## src/rtl/synth_scheduler_if.sv

```systemverilog
// Handshake bundle between the granule scheduler, the granule buffers and the synthesis datapath.
// The master modport is the scheduler's view; slave is the buffer/synthesis side.
interface synth_scheduler_if;
    logic [1:0]  gr_ready;
    logic        buf_rd_ch;
    logic [9:0]  buf_rd_addr;
    logic [31:0] buf_rd_data;
    logic        synth_frame_start;
    logic [31:0] synth_x;
    logic        synth_x_valid;
    logic        synth_done;
    logic [1:0]  gr_consumed;
    logic        busy;
    logic        timeout_err;

    modport master (
        input  gr_ready, buf_rd_data, synth_done,
        output buf_rd_ch, buf_rd_addr, synth_frame_start, synth_x, synth_x_valid,
               gr_consumed, busy, timeout_err
    );

    modport slave (
        output gr_ready, buf_rd_data, synth_done,
        input  buf_rd_ch, buf_rd_addr, synth_frame_start, synth_x, synth_x_valid,
               gr_consumed, busy, timeout_err
    );
endinterface

```

## src/rtl/synth_scheduler.sv

```systemverilog
// Round-robin granule scheduler: picks a ready channel, streams its granule to the
// synthesis datapath, waits for synth_done (with timeout) and releases the buffer.
//
//   state   | meaning
//   IDLE    | arbitrate between ready channels
//   START   | frame-start pulse, read address 0 issued
//   STREAM  | one sample per cycle to synthesis, next address issued
//   WAIT    | waiting for synth_done or timeout
//   RELEASE | gr_consumed pulse for the granted channel
module synth_scheduler #(
    parameter int SAMPLES = 576,
    parameter int TIMEOUT = 65535
) (
    input logic            clk,
    input logic            rst,
    synth_scheduler_if.master sif
);
    localparam logic [2:0] IDLE    = 3'd0;
    localparam logic [2:0] START   = 3'd1;
    localparam logic [2:0] STREAM  = 3'd2;
    localparam logic [2:0] WAIT    = 3'd3;
    localparam logic [2:0] RELEASE = 3'd4;

    localparam logic [9:0]  LAST_SAMPLE = 10'(SAMPLES - 1);
    localparam logic [16:0] TMO         = 17'(TIMEOUT);

    logic [2:0]  state;
    logic        cur_ch;
    logic        last_ch;
    logic [9:0]  sample_cnt;
    logic [15:0] wait_cnt;
    logic        timeout_err_q;
    logic        sel_ch;

    // A tie goes to the channel that was not served last.
    always_comb begin
        sel_ch = sif.gr_ready[1];
        if (sif.gr_ready == 2'b11) begin
            sel_ch = ~last_ch;
        end
    end

    always_ff @(posedge clk) begin
        if (rst) begin
            state         <= IDLE;
            cur_ch        <= 1'b0;
            last_ch       <= 1'b1;
            sample_cnt    <= '0;
            wait_cnt      <= '0;
            timeout_err_q <= 1'b0;
        end else begin
            case (state)
                IDLE: begin
                    if (sif.gr_ready != 2'b00) begin
                        cur_ch  <= sel_ch;
                        last_ch <= sel_ch;
                        state   <= START;
                    end
                end
                START: begin
                    sample_cnt <= '0;
                    state      <= STREAM;
                end
                STREAM: begin
                    if (sample_cnt == LAST_SAMPLE) begin
                        wait_cnt <= '0;
                        state    <= WAIT;
                    end else begin
                        sample_cnt <= sample_cnt + 10'd1;
                    end
                end
                WAIT: begin
                    if (sif.synth_done) begin
                        state <= RELEASE;
                    end else if (({1'b0, wait_cnt} + 17'd1) >= TMO) begin
                        wait_cnt      <= TMO[15:0];
                        timeout_err_q <= 1'b1;
                        state         <= RELEASE;
                    end else begin
                        wait_cnt <= wait_cnt + 16'd1;
                    end
                end
                RELEASE: begin
                    state <= IDLE;
                end
                default: begin
                    state <= IDLE;
                end
            endcase
        end
    end

    // Read data returns one cycle after the address, so STREAM issues address n+1
    // while presenting sample n straight from the buffer.
    always_comb begin
        sif.buf_rd_addr       = '0;
        sif.synth_frame_start = 1'b0;
        sif.synth_x_valid     = 1'b0;
        sif.gr_consumed       = 2'b00;
        case (state)
            START: begin
                sif.synth_frame_start = 1'b1;
            end
            STREAM: begin
                sif.synth_x_valid = 1'b1;
                sif.buf_rd_addr   = (sample_cnt == LAST_SAMPLE) ? LAST_SAMPLE
                                                                : sample_cnt + 10'd1;
            end
            RELEASE: begin
                sif.gr_consumed = cur_ch ? 2'b10 : 2'b01;
            end
            default: begin
            end
        endcase
    end

    assign sif.synth_x     = sif.synth_x_valid ? sif.buf_rd_data : 32'd0;
    assign sif.buf_rd_ch   = cur_ch;
    assign sif.busy        = (state != IDLE);
    assign sif.timeout_err = timeout_err_q;
endmodule
```

## src/flat_wrapper.sv

```systemverilog
// flat-port wrapper written by rule: the top's interface ports become plain ports
module synth_scheduler_flat 
#(
    parameter int SAMPLES = 576,
    parameter int TIMEOUT = 65535
)
  (clk, rst, sif_gr_ready, sif_buf_rd_data, sif_synth_done, sif_buf_rd_ch, sif_buf_rd_addr, sif_synth_frame_start, sif_synth_x, sif_synth_x_valid, sif_gr_consumed, sif_busy, sif_timeout_err);
  synth_scheduler_if sif_i ();
  input logic clk;
  input logic rst;
  input wire logic [$bits(sif_i.gr_ready)-1:0] sif_gr_ready;
  input wire logic [$bits(sif_i.buf_rd_data)-1:0] sif_buf_rd_data;
  input wire logic [$bits(sif_i.synth_done)-1:0] sif_synth_done;
  output wire logic [$bits(sif_i.buf_rd_ch)-1:0] sif_buf_rd_ch;
  output wire logic [$bits(sif_i.buf_rd_addr)-1:0] sif_buf_rd_addr;
  output wire logic [$bits(sif_i.synth_frame_start)-1:0] sif_synth_frame_start;
  output wire logic [$bits(sif_i.synth_x)-1:0] sif_synth_x;
  output wire logic [$bits(sif_i.synth_x_valid)-1:0] sif_synth_x_valid;
  output wire logic [$bits(sif_i.gr_consumed)-1:0] sif_gr_consumed;
  output wire logic [$bits(sif_i.busy)-1:0] sif_busy;
  output wire logic [$bits(sif_i.timeout_err)-1:0] sif_timeout_err;
  assign sif_i.gr_ready = sif_gr_ready;
  assign sif_i.buf_rd_data = sif_buf_rd_data;
  assign sif_i.synth_done = sif_synth_done;
  assign sif_buf_rd_ch = sif_i.buf_rd_ch;
  assign sif_buf_rd_addr = sif_i.buf_rd_addr;
  assign sif_synth_frame_start = sif_i.synth_frame_start;
  assign sif_synth_x = sif_i.synth_x;
  assign sif_synth_x_valid = sif_i.synth_x_valid;
  assign sif_gr_consumed = sif_i.gr_consumed;
  assign sif_busy = sif_i.busy;
  assign sif_timeout_err = sif_i.timeout_err;
  synth_scheduler #(.SAMPLES(SAMPLES), .TIMEOUT(TIMEOUT)) u_core (.clk(clk), .rst(rst), .sif(sif_i));
endmodule
```

## config.mk

```make
export PLATFORM = sky130hd
export DESIGN_NAME = synth_scheduler_flat
export DESIGN_NICKNAME = d
export VERILOG_FILES = /design/src/rtl/synth_scheduler_if.sv /design/src/rtl/synth_scheduler.sv /design/src/flat_wrapper.sv
export SDC_FILE = /design/constraint.sdc
export NUM_CORES = 1
export LEC_CHECK = 0
export CORE_MARGIN = 2
export CORE_UTILIZATION = 35
export CTS_CLUSTER_DIAMETER = 80
export DETAILED_ROUTE_END_ITERATION = 8
export SLEW_MARGIN = 20
export SYNTH_ARGS = -nofsm -noshare
export SYNTH_HDL_FRONTEND = slang
export SYNTH_SLANG_ARGS = --single-unit
```

## constraint.sdc

```tcl
create_clock -name clk -period 2.87 [get_ports clk]
set_input_delay 0.574 -clock clk [delete_from_list [all_inputs] [get_ports clk]]
set_output_delay 0.574 -clock clk [all_outputs]
set_load 0.05 [all_outputs]
```

* Yosys cells after proc, flatten, opt, wreduce, memory -nomap -nowiden
Index checks and enable logic that the tools add are counted.
** Storage, ports and cells
- Register bits :: 32
- Latch bits :: 0
- Output and inout port bits :: 49
- Logic and storage cells :: 52
- Memories :: 0
- Memory bits (writable) :: 0
- Memory bits (read-only) :: 0
** Cells by class
- Reduce and logical (&&, ||, !) cells :: 10
- Multiply operators :: 0
- Divide/modulo/power cells :: 0
- Shift-type cells :: 0
- Add/sub/neg operators :: 3
- $lt $le $gt $ge :: 1
- Eq/ne operators :: 11
- Multiplexer cells :: 19
- Bitwise gates (word level) :: 2
** Operators with widths (count)
- 16-bit 2-to-1 mux :: 3
- 32-bit 2-to-1 mux :: 1
- 16-bit case mux with 2 select lines :: 1
- 10-bit 2-to-1 mux :: 3
- 10-bit case mux with 2 select lines :: 1
- 16-bit by 1-bit adder with 17-bit output (second input constant) :: 1
- 17-bit by 16-bit >= comparator with 1-bit output (second input constant) :: 1
- 16-bit by 1-bit adder with 16-bit output (second input constant) :: 1
- 3-bit 2-to-1 mux :: 4
- 3-bit case mux with 4 select lines :: 1
- 10-bit by 1-bit adder with 10-bit output (second input constant) :: 1
- 10-bit equality test (second input constant) :: 1
- 3-bit AND reduction :: 3
- 3-bit by 2-bit equality test with 1-bit output (second input constant) :: 2
- 2-bit nonzero test :: 3
- 2-bit 2-to-1 mux :: 2
- 2-bit by 1-bit != test with 1-bit output (second input constant) :: 2
- 2-bit != test (second input constant) :: 2
- 2-bit AND reduction :: 2
- 3-bit by 1-bit equality test with 1-bit output (second input constant) :: 1
- 3-bit equality test (second input constant) :: 1
- 3-bit zero test :: 1
- 1-bit 2-to-1 mux :: 3
- 3-bit by 2-bit != test with 1-bit output (second input constant) :: 1
- other kinds (3) :: 4

* Depth between registers and ports, before layout
- Depth after elaboration :: 5
- Gate-level depth with buffers :: 9
- Gate-level depth less buffers :: 7

* Least setup slack after synthesis
OpenSTA, ideal clock, no wires.
- Path type :: register -> output
- Start :: reg u_core.cur_ch, in the netlist u_core.sif.buf_rd_ch
- End :: out sif_gr_consumed[0]
- Path buffers :: 0
- Arrival time :: 2.198 ns
- Stages on the path, launching flop included :: 2
- Required time :: 2.296 ns
- Path slack :: 0.098 ns
- Cell sequence :: dfxtp_1 nor4b_1
** Between the ends
- Longest elaborated chain between the ends :: 2
** Ends and longest elaborated chain
- start, declared :: RTL line synth_scheduler.sv:28 : logic cur_ch;
- start signal, assigned :: RTL line synth_scheduler.sv:55 : cur_ch <= sel_ch;
- 2-bit 2-to-1 mux :: RTL line synth_scheduler.sv:110 : sif.gr_consumed = cur_ch ? 2'b10 : 2'b01;
- 2-bit 2-to-1 mux :: RTL line synth_scheduler.sv:100 : case (state)
- end, declared :: RTL line flat_wrapper.sv:19 : output wire logic [$bits(sif_i.gr_consumed)-1:0] sif_gr_consumed;
Every way passes these cells.

* Worst setup path in the final report
- Start :: reg u_core.sample_cnt[0]
- End :: out sif_buf_rd_addr[0]
** Between the ends
- Longest elaborated chain between the ends :: 3
- Elaborated cells between the ends (all ways) :: 4
- Those cells by class :: 1 x add/sub; 1 x eq/ne; 2 x mux
** Ends and longest elaborated chain
- start, declared :: RTL line synth_scheduler.sv:30 : logic [9:0] sample_cnt;
- start signal, assigned :: RTL line synth_scheduler.sv:69 : sample_cnt <= sample_cnt + 10'd1;
- 10-bit by 1-bit adder with 10-bit output or 10-bit equality test (tied branches) :: RTL line synth_scheduler.sv:107, synth_scheduler.sv:106
- 10-bit 2-to-1 mux (*) :: RTL line synth_scheduler.sv:106 : sif.buf_rd_addr = (sample_cnt == LAST_SAMPLE) ? LAST_SAMPLE
- 10-bit 2-to-1 mux (*) :: RTL line synth_scheduler.sv:100
- end, declared :: RTL line flat_wrapper.sv:15 : output wire logic [$bits(sif_i.buf_rd_addr)-1:0] sif_buf_rd_addr;
Mark *: on every way between the ends. The rest lies on a longest branch, timed or not.

==> out/results.txt <==
Status: complete, no violations
Post-synthesis register bit count: 32
Final Setup Violations: 0
Syn avg cell area: 7.293 µm²
Non-Filler Instances: 488
Final net count: 447
Inst Count DP: 480
Hold endpoint: u_core.last_ch$_SDFFE_PP1P_
Final Cell Area: 3876 µm²
CTS tree: built
Post-DP Area: 3742 µm²
Post-DR wirelength/cell: 16.63 µm
Max-slew violation count: 0
Die W: 87.30 µm
Worst path required time: 2.30 ns
Post-synth top area share: 0.2638
Number of max-cap violations: 0
Max Fanout on Critical Path: 8
Worst-Skew Late Latency: 0.28 ns
Final wirelength: 8114 µm
Sequential element share of the synthesized area: 0.2638
Reg2reg setup slack: 0.30 ns
Synth top area cells: dfxtp_1 (26%), and3_1 (9.3%), a21oi_1 (8.4%)
Number of I/O port buffers: 85
Hold_sp: u_core.last_ch$_SDFFE_PP1P_
Setup crit end kind: output port
Area Overhead vs Synth: 59.61%
Total track usage: 0.2129
Arrival @ worst endpoint: 2.15 ns
Die Footprint: 7621 µm²
Min Tclk post-route: 2.726 ns
Worst setup margin: 0.1440 ns
Synth warnings: 0
Layout cells sized above 1: 0.2034
Mapped Area: 2429 µm²
DPL Wire Length: 5932 µm
Drt via density: 5.641
FF-to-FF End: u_core.wait_cnt[5]$_SDFFE_PP0P_
Pin count of the biggest net entering global routing: 34
CTS clk-pin slew, worst paths: 0.07 ns
Post-synth EDFFs: 0
CTS H-tree depth: 2
Final hold violation count: 0
Slew margin rel.: 0.4672
Worst-margin pin slew: 0.7992 ns
Crit-path cells: ha_1 > nand3_1 > or3_4 > a21oi_1 > buf_12
Num CTS Buffers: 5
Worst Skew: 0.004622 ns
Global-route wire length before repair: 13050 µm
Root Buffer: clkbuf_8
Die H: 87.30 µm
Worst min path class: reg -> reg
Slowest CP cell: or3_4
Drt first pass iters: 4
Routability cong.: 0.8984
Antenna violations before repair: 0
Via count: 2753
Synthesized Nets: 373
Clock tree sinks: 32
Startpoint types: flip-flop
GRT overflow: 0
DRC: 0
Pre-CTS setup slack: 0.3318 ns
DR iter-0 viols: 211
Post-synth top area cell: dfxtp_1
Post-Syn Instances: 333
CP max stage delay: 0.51 ns
Clock tree buffer depth: 2
Top FF cell, synth: dfxtp_1
# diodes: 0
Antenna viol nets, final: 0
WS Path Type: reg -> out
Synth unique cells: 61
Hold buffer count at cts: 0
Row Count: 30
I/O pins: 86
Pwr per Cell Area: 636.0 nW/µm²
Period utilisation layout: 0.9498
Reg-to-reg startpoint: u_core.wait_cnt[1]$_SDFFE_PP0P_
Number of global-route vias before repair: 2492
Hold slack: 0.4970 ns
Worst vdd ir: 545.1 µV
Max frequency: 366.8 MHz
Synth async-reset ratio: 0
Hold Path Depth: 1
Leakage: 1.452 nW
Worst reg2reg path depth: 7
Initial Util: 0.3594
Post-route setup TNS: 0 ns
Area of the core: 6756 µm²
## cell type report
type	count	area, µm²
clock buffer	7	96.34
timing repair buffer	95	1354
inverter	5	18.77
tap	80	100.1
fill	604	2880
multi-input combinational	268	1637
clock inverter	1	30.03
sequential	32	640.6
## logic make-up (layout without fill, tap and decap cells)
| family | count (synthesis) | count (layout) | share of synthesized area |
|---|---|---|---|
| AND/OR/NAND/NOR | 157 | 157 | 0.3658 |
| adder cells (fa/ha/maj) | 3 | 3 | 0.01546 |
| XOR/XNOR | 10 | 10 | 0.03607 |
| flip-flops | 32 | 32 | 0.2638 |
| multiplexers | 1 | 1 | 0.004122 |
| AO/OA/AOI/OAI | 97 | 97 | 0.2473 |
| buffers and inverters | 33 | 108 | 0.06749 |
## worst max-delay path by stage
| stage | endpoint | cells after the start | slack [ns] | startpoint |
|---|---|---|---|---|
| 2_1_floorplan | sif_gr_consumed[0] | 1 | 0.1 | u_core.sif.buf_rd_ch$_SDFFE_PP0P_ |
| 3_3_place_gp | u_core.wait_cnt[5]$_SDFFE_PP0P_ | 7 | 0.42 | u_core.wait_cnt[1]$_SDFFE_PP0P_ |
| 3_5_place_dp | u_core.wait_cnt[5]$_SDFFE_PP0P_ | 7 | 0.33 | u_core.wait_cnt[1]$_SDFFE_PP0P_ |
| 4_1_cts | sif_buf_rd_addr[0] | 5 | 0.06 | u_core.sample_cnt[0]$_SDFFE_PP0P_ |
| 5_1_grt | sif_buf_rd_addr[0] | 5 | -0.01 | u_core.sample_cnt[0]$_SDFFE_PP0P_ |
| 6_report | sif_buf_rd_addr[0] | 5 | 0.14 | u_core.sample_cnt[0]$_SDFFE_PP0P_ |
## worst max-delay path: cells and delay by family (launching register included)
| kind | cells | cell delay (ns) |
|---|---|---|
| AOI/OAI and AO/OA | 1 | 0.27 |
| DFF | 1 | 0.41 |
| adders and majority gates | 1 | 0.26 |
| and+or+nand+nor | 2 | 0.76 |
| buffers and inverters | 1 | 0.18 |
## power breakdown
part / internal, W / switching (W)
logic: 0.000614 / 0.000853
clock network: 0.000306 / 0.000173
registers: 0.000471 / 0.0000479
total: 0.00139 / 0.00107
## state kept, by name, summed over array words and instances, names as in the netlist
| register | count |
|---|---|
| u_core.last_ch | 1 |
| u_core.sample_cnt | 10 |
| u_core.sif.buf_rd_ch | 1 |
| u_core.sif.timeout_err | 1 |
| u_core.state | 3 |
| u_core.wait_cnt | 16 |
## synthesized netlist by cell type (all sizes together) (2+ instances only)
| cell type | n |
|---|---|
| o21ai | 20 |
| a211oi | 6 |
| clkbuf | 17 |
| nand4b | 2 |
| a21o | 3 |
| and3 | 39 |
| or3 | 3 |
| dfxtp | 32 |
| a311oi | 4 |
| o22ai | 5 |
| buf | 11 |
| xor2 | 2 |
| nor3 | 18 |
| nor2 | 35 |
| nand2 | 25 |
| a21oi | 42 |
| a31oi | 5 |
| or4 | 2 |
| ha | 3 |
| nand3 | 11 |
| nand4 | 3 |
| nand3b | 3 |
| nor4 | 4 |
| o2111ai | 2 |
| a2bb2oi | 2 |
| nand2b | 2 |
| xnor2 | 8 |
| inv | 5 |
## metal layers
metal | global-route usage | vias up | part of all wire
li1 | - | 1375 | -
met2 | 0.3299 | 45 | 0.51
met1 | 0.3058 | 1325 | 0.45
met4 | 0.04755 | 0 | 0.0096
met3 | 0.03886 | 8 | 0.035
met5 | 0 | - | 0
## through the flow
stage          utilization  total power [W]
6_report            0.5737         0.002465
5_1_grt             0.5737         0.002576
4_1_cts             0.5726         0.002486
3_5_place_dp        0.5539         0.002000
3_3_place_gp        0.5539         0.001990
2_1_floorplan            -         0.001312
## layout by cell type, fill, tap and decap left out, types with 7 or more instances in the layout
| master | Yosys | routed |
|---|---|---|
| o21ai_0 | 20 | 20 |
| and3_1 | 36 | 36 |
| dfxtp_1 | 32 | 32 |
| buf_4 | 4 | 11 |
| nor2_1 | 35 | 34 |
| a21oi_1 | 41 | 41 |
| clkdlybuf4s50_1 | 0 | 41 |
| nor3_1 | 18 | 18 |
| xnor2_1 | 8 | 8 |
| nand3_1 | 9 | 9 |
| clkbuf_8 | 1 | 7 |
| nand2_1 | 23 | 23 |
| buf_12 | 0 | 43 |
## repair_timing
| item | 4_1_cts | 5_1_grt |
|---|---|---|
| resized for setup | 0 | 2 |
| endpoints found under the setup margin | 0 | 7 |
| setup buffers | 0 | 0 |
(Power assumes the default switching activity.)
==> RTL edit 1: new RTL, config.mk and constraints unchanged <==
Reset style: asynchronous (`rst`), changed in one clocked block.
--- a/src/rtl/synth_scheduler.sv
+++ b/src/rtl/synth_scheduler.sv
@@ -42,3 +42,3 @@
 
-    always_ff @(posedge clk) begin
+    always_ff @(posedge clk or posedge rst) begin
         if (rst) begin
Function: differs if rst is asserted again (counterexample within 4 cycles, from zero or initial values and one cycle with rst high); with rst held inactive, the same outputs for 10 cycles.
==> RTL edit 1 against the unedited design <==
Worst setup slack better by 0.0045 ns; routed wire length is 9.3% lower; first-iteration DRC count is 49% lower; sequential share of layout area is 4.3 points higher; final area is 0.58% lower; synthesized area is 1.8% lower; global-route usage is 1.1 points lower; sequential cell count stayed put; critical endpoint is now sif_buf_rd_addr[2].
Power is not compared: it rests on default switching activity, and its combinational part moved more than twofold at a synthesized area within 25%.
==> RTL edit 1: results (changes against the unedited design) <==
status=finished, final reports clean (unchanged); post-detail-place hpwl=5.62 mm (was 5.93 mm); Worst Hold Path Cells=1 (unchanged); Iter 0 DRT Violations=108 (was 211); total CTS buffers=5 (unchanged); r2r setup slk=0.50 ns (was 0.30 ns); GPL Wtd Cong=0.912 (was 0.898); setup bufs post-CTS=0 (unchanged); cts-stage hold buffer count=0 (unchanged); max incr delay on CP=0.54 ns (was 0.51 ns); Critical R2R Capture=u_core.state[2]$_DFFE_PP0P_ (was u_core.wait_cnt[5]$_SDFFE_PP0P_); delay-heaviest family, CP=simple AND/OR/NAND/NOR gates (unchanged); Layout Nets=420 (was 447); Layout Skew=0.0107 ns (was 0.00462 ns); Clock Latency Late Sink=0.30 ns (was 0.28 ns); Vias/cell=5.24 (was 5.64); yosys warns=0 (unchanged); ys async rst share=100% (was 0%); syn nets=337 (was 373); crit-path max FO=13 (was 8); sequential fraction of the synthesis area=33.6% (was 26.4%); DRT Pass-1 Iters=4 (unchanged); Synth area leaders=dfrtp_1, and2_1, nand2_1 (was dfxtp_1, and3_1, a21oi_1); clock transition at the registers of the reported paths=0.08 ns; Static Leak=0.00159 uW; FF-to-FF path depth=7 (unchanged); largest net degree at the start of global routing=35 (was 34); FILL cells=594 (was 604); initial antenna violation count=0 (unchanged); final hold slack=0.479 ns (was 0.497 ns); post-DR wirelength/cell=16.0 um (was 16.6 um); Worst EP arrival=2.15 ns (about the same); r2r startpoint=u_core.wait_cnt[1]$_DFFE_PP0P_ (was u_core.wait_cnt[1]$_SDFFE_PP0P_); worst-margin pin slew=0.557 ns (was 0.799 ns); list of most frequent post-synthesis cells=and2_1, dfrtp_1, nand2_1, nor2_1, a21oi_1 (was a21oi_1, and3_1, nor2_1, dfxtp_1, nand2_1); Clock Path Buffers=2 (unchanged); vias in the first global route=2378 (was 2492); unique cell type count in the Yosys netlist=58 (was 61); layout cells sized above 1=19.4% (was 20.3%); Slew Viols, Final=0 (unchanged); first-pass GRT wire length=12.0 mm (was 13.1 mm); Psw=320 uW; n_diodes=0 (unchanged); Min-Delay Path Class=reg2reg (unchanged); GRT Overall Usage=20.2% (was 21.3%); maximum vdd ir drop=150 uV; htree depth=2 (unchanged); critical path's slowest cell=nor4b_1 (was or3_4); flops & latches, synth=32 (unchanged); Hold EP=u_core.sif.timeout_err$_DFFE_PP0P_ (was u_core.last_ch$_SDFFE_PP1P_); # resized after CTS=0 (unchanged); Worst Hold Launch=u_core.sif.timeout_err$_DFFE_PP0P_ (was u_core.last_ch$_SDFFE_PP1P_); top flop regs=u_core.wait_cnt x16, u_core.sample_cnt x10, u_core.state x3 (unchanged); root buf cell=clkbuf_8 (unchanged); port buffer count=85 (unchanged)
-- RTL edit 1: changes by cell type after synthesis, sizes merged, moves of 5 or more --
cell / before / now
and2: 1 / 39
and3: 39 / 3
dfxtp: 32 / 0
dfrtp: 0 / 31
a21oi: 42 / 17
nor3: 18 / 6
nor2: 35 / 24
clkbuf: 17 / 11
nand2: 25 / 31
nand3: 11 / 17
buf: 11 / 6
-- RTL edit 1: kinds of logic (layout without fill, tap and decap cells) --
family                   count (synthesis)  after routing  share of synthesized area, %
AO/OA/AOI/OAI                           77             77                          21.8
XOR/XNOR                                 9              9                          3.30
adder cells (fa/ha/maj)                  3              3                          1.57
buffers and inverters                   26            110                          4.72
flip-flops                              32             32                          33.6
multiplexers                             1              1                         0.420
AND/OR/NAND/NOR                        149            149                          34.6
-- RTL edit 1: final cells by class --
cell class	instances	area share (%)
multi-input combinational	239	38.3
timing repair buffer	93	34.5
sequential	32	20.8
tap	80	2.60
clock buffer	5	1.79
clock inverter	3	1.10
inverter	9	0.877
-- RTL edit 1: layer usage --
layer	GRT usage (%)	routed length, um	share of wire [%]
met4	4.69	63	0.86
met5	0	0	0
met3	4.76	393	5.3
met2	32.5	3580	49
met1	27.4	3320	45
-- RTL edit 1: worst max path at each step --
stage	start	endpoint	slack, ns
after floorplan	u_core.state[1]$_DFFE_PP0P_	sif_synth_x[24]	0.07
after global placement	u_core.sample_cnt[6]$_DFFE_PP0P_	sif_buf_rd_addr[2]	0.43
after detailed placement	u_core.sample_cnt[0]$_DFFE_PP0P_	sif_buf_rd_addr[8]	0.51
after CTS	u_core.sample_cnt[6]$_DFFE_PP0P_	sif_buf_rd_addr[2]	0.15
after global routing	u_core.sample_cnt[0]$_DFFE_PP0P_	sif_buf_rd_addr[8]	0.02
final	u_core.sample_cnt[6]$_DFFE_PP0P_	sif_buf_rd_addr[2]	0.15
-- RTL edit 1: worst register-to-register path, stage by stage (launching register included) --
cell and delay, ns:
dfrtp_1 0.51, ha_1 0.23, nand4_1 0.26, nor4_1 0.44, a211oi_2 0.16, a211oi_2 0.24
a21bo_2 0.27, o2111a_1 0.19
-- RTL edit 1: per-stage QoR --
| step | setup WS [ns] | total power, uW | util (%) | cells | area [um2] |
|---|---|---|---|---|---|
| after floorplan | 0.0668 | 568 | - | 297 | 2390 |
| after global placement | 0.431 | 730 | 56.0 | 453 | 3740 |
| after detailed placement | 0.507 | 731 | 56.0 | 453 | 3740 |
| after CTS | 0.146 | 1180 | 57.7 | 461 | 3850 |
| after global routing | 0.0195 | 1210 | 57.7 | 461 | 3850 |
| final | 0.148 | 1170 | 57.7 | 461 | 3850 |
-- RTL edit 1: power groups by stage --
stage	clock (uW)	sequential, uW	combinational [uW]
floorplan	0	459	109
global placement	0	459	271
detailed placement	0	459	272
CTS	455	451	272
global route	483	450	280
finish	449	451	269
==> RTL edit 2: new RTL, same flow settings <==
Without the edit above. `TIMEOUT` is set to 65535 in 2 places; all go to 32767.
--- a/src/rtl/synth_scheduler.sv
+++ b/src/rtl/synth_scheduler.sv
@@ -11,3 +11,3 @@
     parameter int SAMPLES = 576,
-    parameter int TIMEOUT = 65535
+    parameter int TIMEOUT = 32767
 ) (
--- a/src/flat_wrapper.sv
+++ b/src/flat_wrapper.sv
@@ -4,3 +4,3 @@
     parameter int SAMPLES = 576,
-    parameter int TIMEOUT = 65535
+    parameter int TIMEOUT = 32767
 )
Formal check against the unedited RTL: no difference found for any inputs over 10 cycles, from zero or initial values and one cycle with rst high; that may be too few to reach the edited logic, so the function may still have changed.
==> RTL edit 2 against the unedited design <==
Worst setup slack improved by 0.12 ns; power fell by 26%; via count fell by 10%; highest routed layer unchanged; final area fell by 3.3%; sequential cell count did not move; sequential power fell by 4.4%; synthesized area fell by 3.3%; clock power fell by 31%; cell count fell by 6.4%; routed wire length fell by 15%.
==> RTL edit 2: results (changes against the unedited design) <==
first-pass GRT wire length=11.5 mm (was 13.1 mm); port buffer count=85 (unchanged); FF-to-FF path depth=6 (was 7); r2r setup slk=0.42 ns (was 0.30 ns); GPL Wtd Cong=0.821 (was 0.898); Slew headroom=60.0% (was 46.7%); Static Leak=0.00135 uW (was 0.00145 uW); unique cell type count in the Yosys netlist=54 (was 61); list of most frequent post-synthesis cells=and2_1, a21oi_1, dfxtp_1, nor2_1, o21ai_0 (was a21oi_1, and3_1, nor2_1, dfxtp_1, nand2_1); Worst Hold Launch=u_core.sample_cnt[1]$_SDFFE_PP0P_ (was u_core.last_ch$_SDFFE_PP1P_); total CTS buffers=5 (unchanged); post-detail-place hpwl=5.17 mm (was 5.93 mm); Iter 0 DRT Violations=78 (was 211); Hold EP=u_core.sample_cnt[1]$_SDFFE_PP0P_ (was u_core.last_ch$_SDFFE_PP1P_); vias in the first global route=2427 (was 2492); critical path's slowest cell=dfxtp_1 (was or3_4); dpl cells=450 (was 480); post-DR wirelength/cell=15.0 um (was 16.6 um); layout cells sized above 1=19.7% (was 20.3%); syn_area_per_cell=7.72 um2 (was 7.29 um2); htree depth=2 (unchanged); GRT Overall Usage=19.2% (was 21.3%); largest net degree at the start of global routing=27 (was 34); max incr delay on CP=0.41 ns (was 0.51 ns); Syn Std Cell Area=2350 um2 (was 2430 um2); final hold slack=0.485 ns (was 0.497 ns); DRT Pass-1 Iters=4 (unchanged); Vias/cell=5.40 (was 5.64); Critical R2R Capture=u_core.state[0]$_SDFFE_PP0P_ (was u_core.wait_cnt[5]$_SDFFE_PP0P_); yosys warns=0 (unchanged); Worst Hold Path Cells=2 (was 1); Layout Skew=0.00816 ns (was 0.00462 ns); Routed WL=6.86 mm (was 8.11 mm); maximum vdd ir drop=277 uV (was 545 uV); FILL cells=576 (was 604); Worst EP arrival=2.03 ns (was 2.15 ns); sequential fraction of the synthesis area=27.3% (was 26.4%); Layout Nets=420 (was 447); Synth area leaders=dfxtp_1, and2_1, a21oi_1 (was dfxtp_1, and3_1, a21oi_1); status=finished, final reports clean (unchanged); syn nets=344 (was 373)
RTL edit 2: cell count changes after synthesis, sizes merged, moves of 5 or more:
cell	unedited run	this run
a21oi	42	36
nand2	25	14
nor2	35	28
and3	39	2
and2	1	38
o22ai	5	0
nor4b	1	6
nor3	18	9
RTL edit 2: final cells by class:
type                       instances  area, um2  area share (%)
timing repair buffer              94       1320            35.3
clock buffer                       6       72.6            1.94
multi-input combinational        241       1590            42.3
tap                               77       96.3            2.57
clock inverter                     1       5.00           0.134
sequential                        32        641            17.1
inverter                           6       22.5           0.601
RTL edit 2: worst max path at each step:
stage,from,endpoint,depth (start not counted)
finish,u_core.sample_cnt[0]$_SDFFE_PP0P_,sif_buf_rd_addr[0],5
global route,u_core.sample_cnt[0]$_SDFFE_PP0P_,sif_buf_rd_addr[0],5
CTS,u_core.sample_cnt[0]$_SDFFE_PP0P_,sif_buf_rd_addr[0],5
detailed placement,u_core.wait_cnt[1]$_SDFFE_PP0P_,u_core.state[0]$_SDFFE_PP0P_,6
global placement,u_core.wait_cnt[1]$_SDFFE_PP0P_,u_core.state[0]$_SDFFE_PP0P_,6
floorplan,u_core.sif.buf_rd_ch$_SDFFE_PP0P_,sif_gr_consumed[0],1
RTL edit 2: worst min-delay path, delay by kind of cell (launching register included):
family	cells	cell delay, ns
flops	1	0.33
simple gates	1	0.06
compound gates	1	0.05
RTL edit 2: cell families (layout without fill, tap and decap cells):
family | Yosys count | count (layout) | synth area share [%]
AO/OA/AOI/OAI | 90 | 90 | 25.8
XOR/XNOR | 10 | 10 | 3.73
adder cells (fa/ha/maj) | 3 | 3 | 1.60
buffers and inverters | 31 | 107 | 5.60
flip-flops | 32 | 32 | 27.3
multiplexers | 3 | 3 | 1.33
AND/OR/NAND/NOR | 135 | 135 | 34.6
RTL edit 2: metrics by stage:
stage / power, uW / setup slack (ns) / utilization (%)
floorplan: 1020 / 0.0981 / -
global placement: 1510 / 0.508 / 57.1
detailed placement: 1510 / 0.451 / 57.1
CTS: 1850 / 0.147 / 58.3
global route: 1920 / 0.0954 / 58.3
finish: 1820 / 0.264 / 58.3
RTL edit 2: power by group:
group | switching (uW) | leakage [uW] | internal, uW
Sequential | 32.8 | 0.000259 | 463
Clock | 168 | 0.0000410 | 165
Combinational | 549 | 0.00105 | 448
Total | 749 | 0.00135 | 1080
RTL edit 2: timing repair:
action | 4_1_cts | 5_1_grt
gates resized for setup | 0 | 1
setup endpoints to repair | 0 | 6
endpoints found under the hold margin | 0 | 0
RTL edit 2: routing by layer:
layer  part of all wire [%]  routed length [um]  up-vias  GRT usage (%)
met5                      0                   0        -              0
met4                   0.10                   7        0           4.91
met3                    7.0                 482        2           7.03
met2                     46                3170       78           28.0
met1                     47                3200     1132           26.6
li1                       -                   -     1254              -
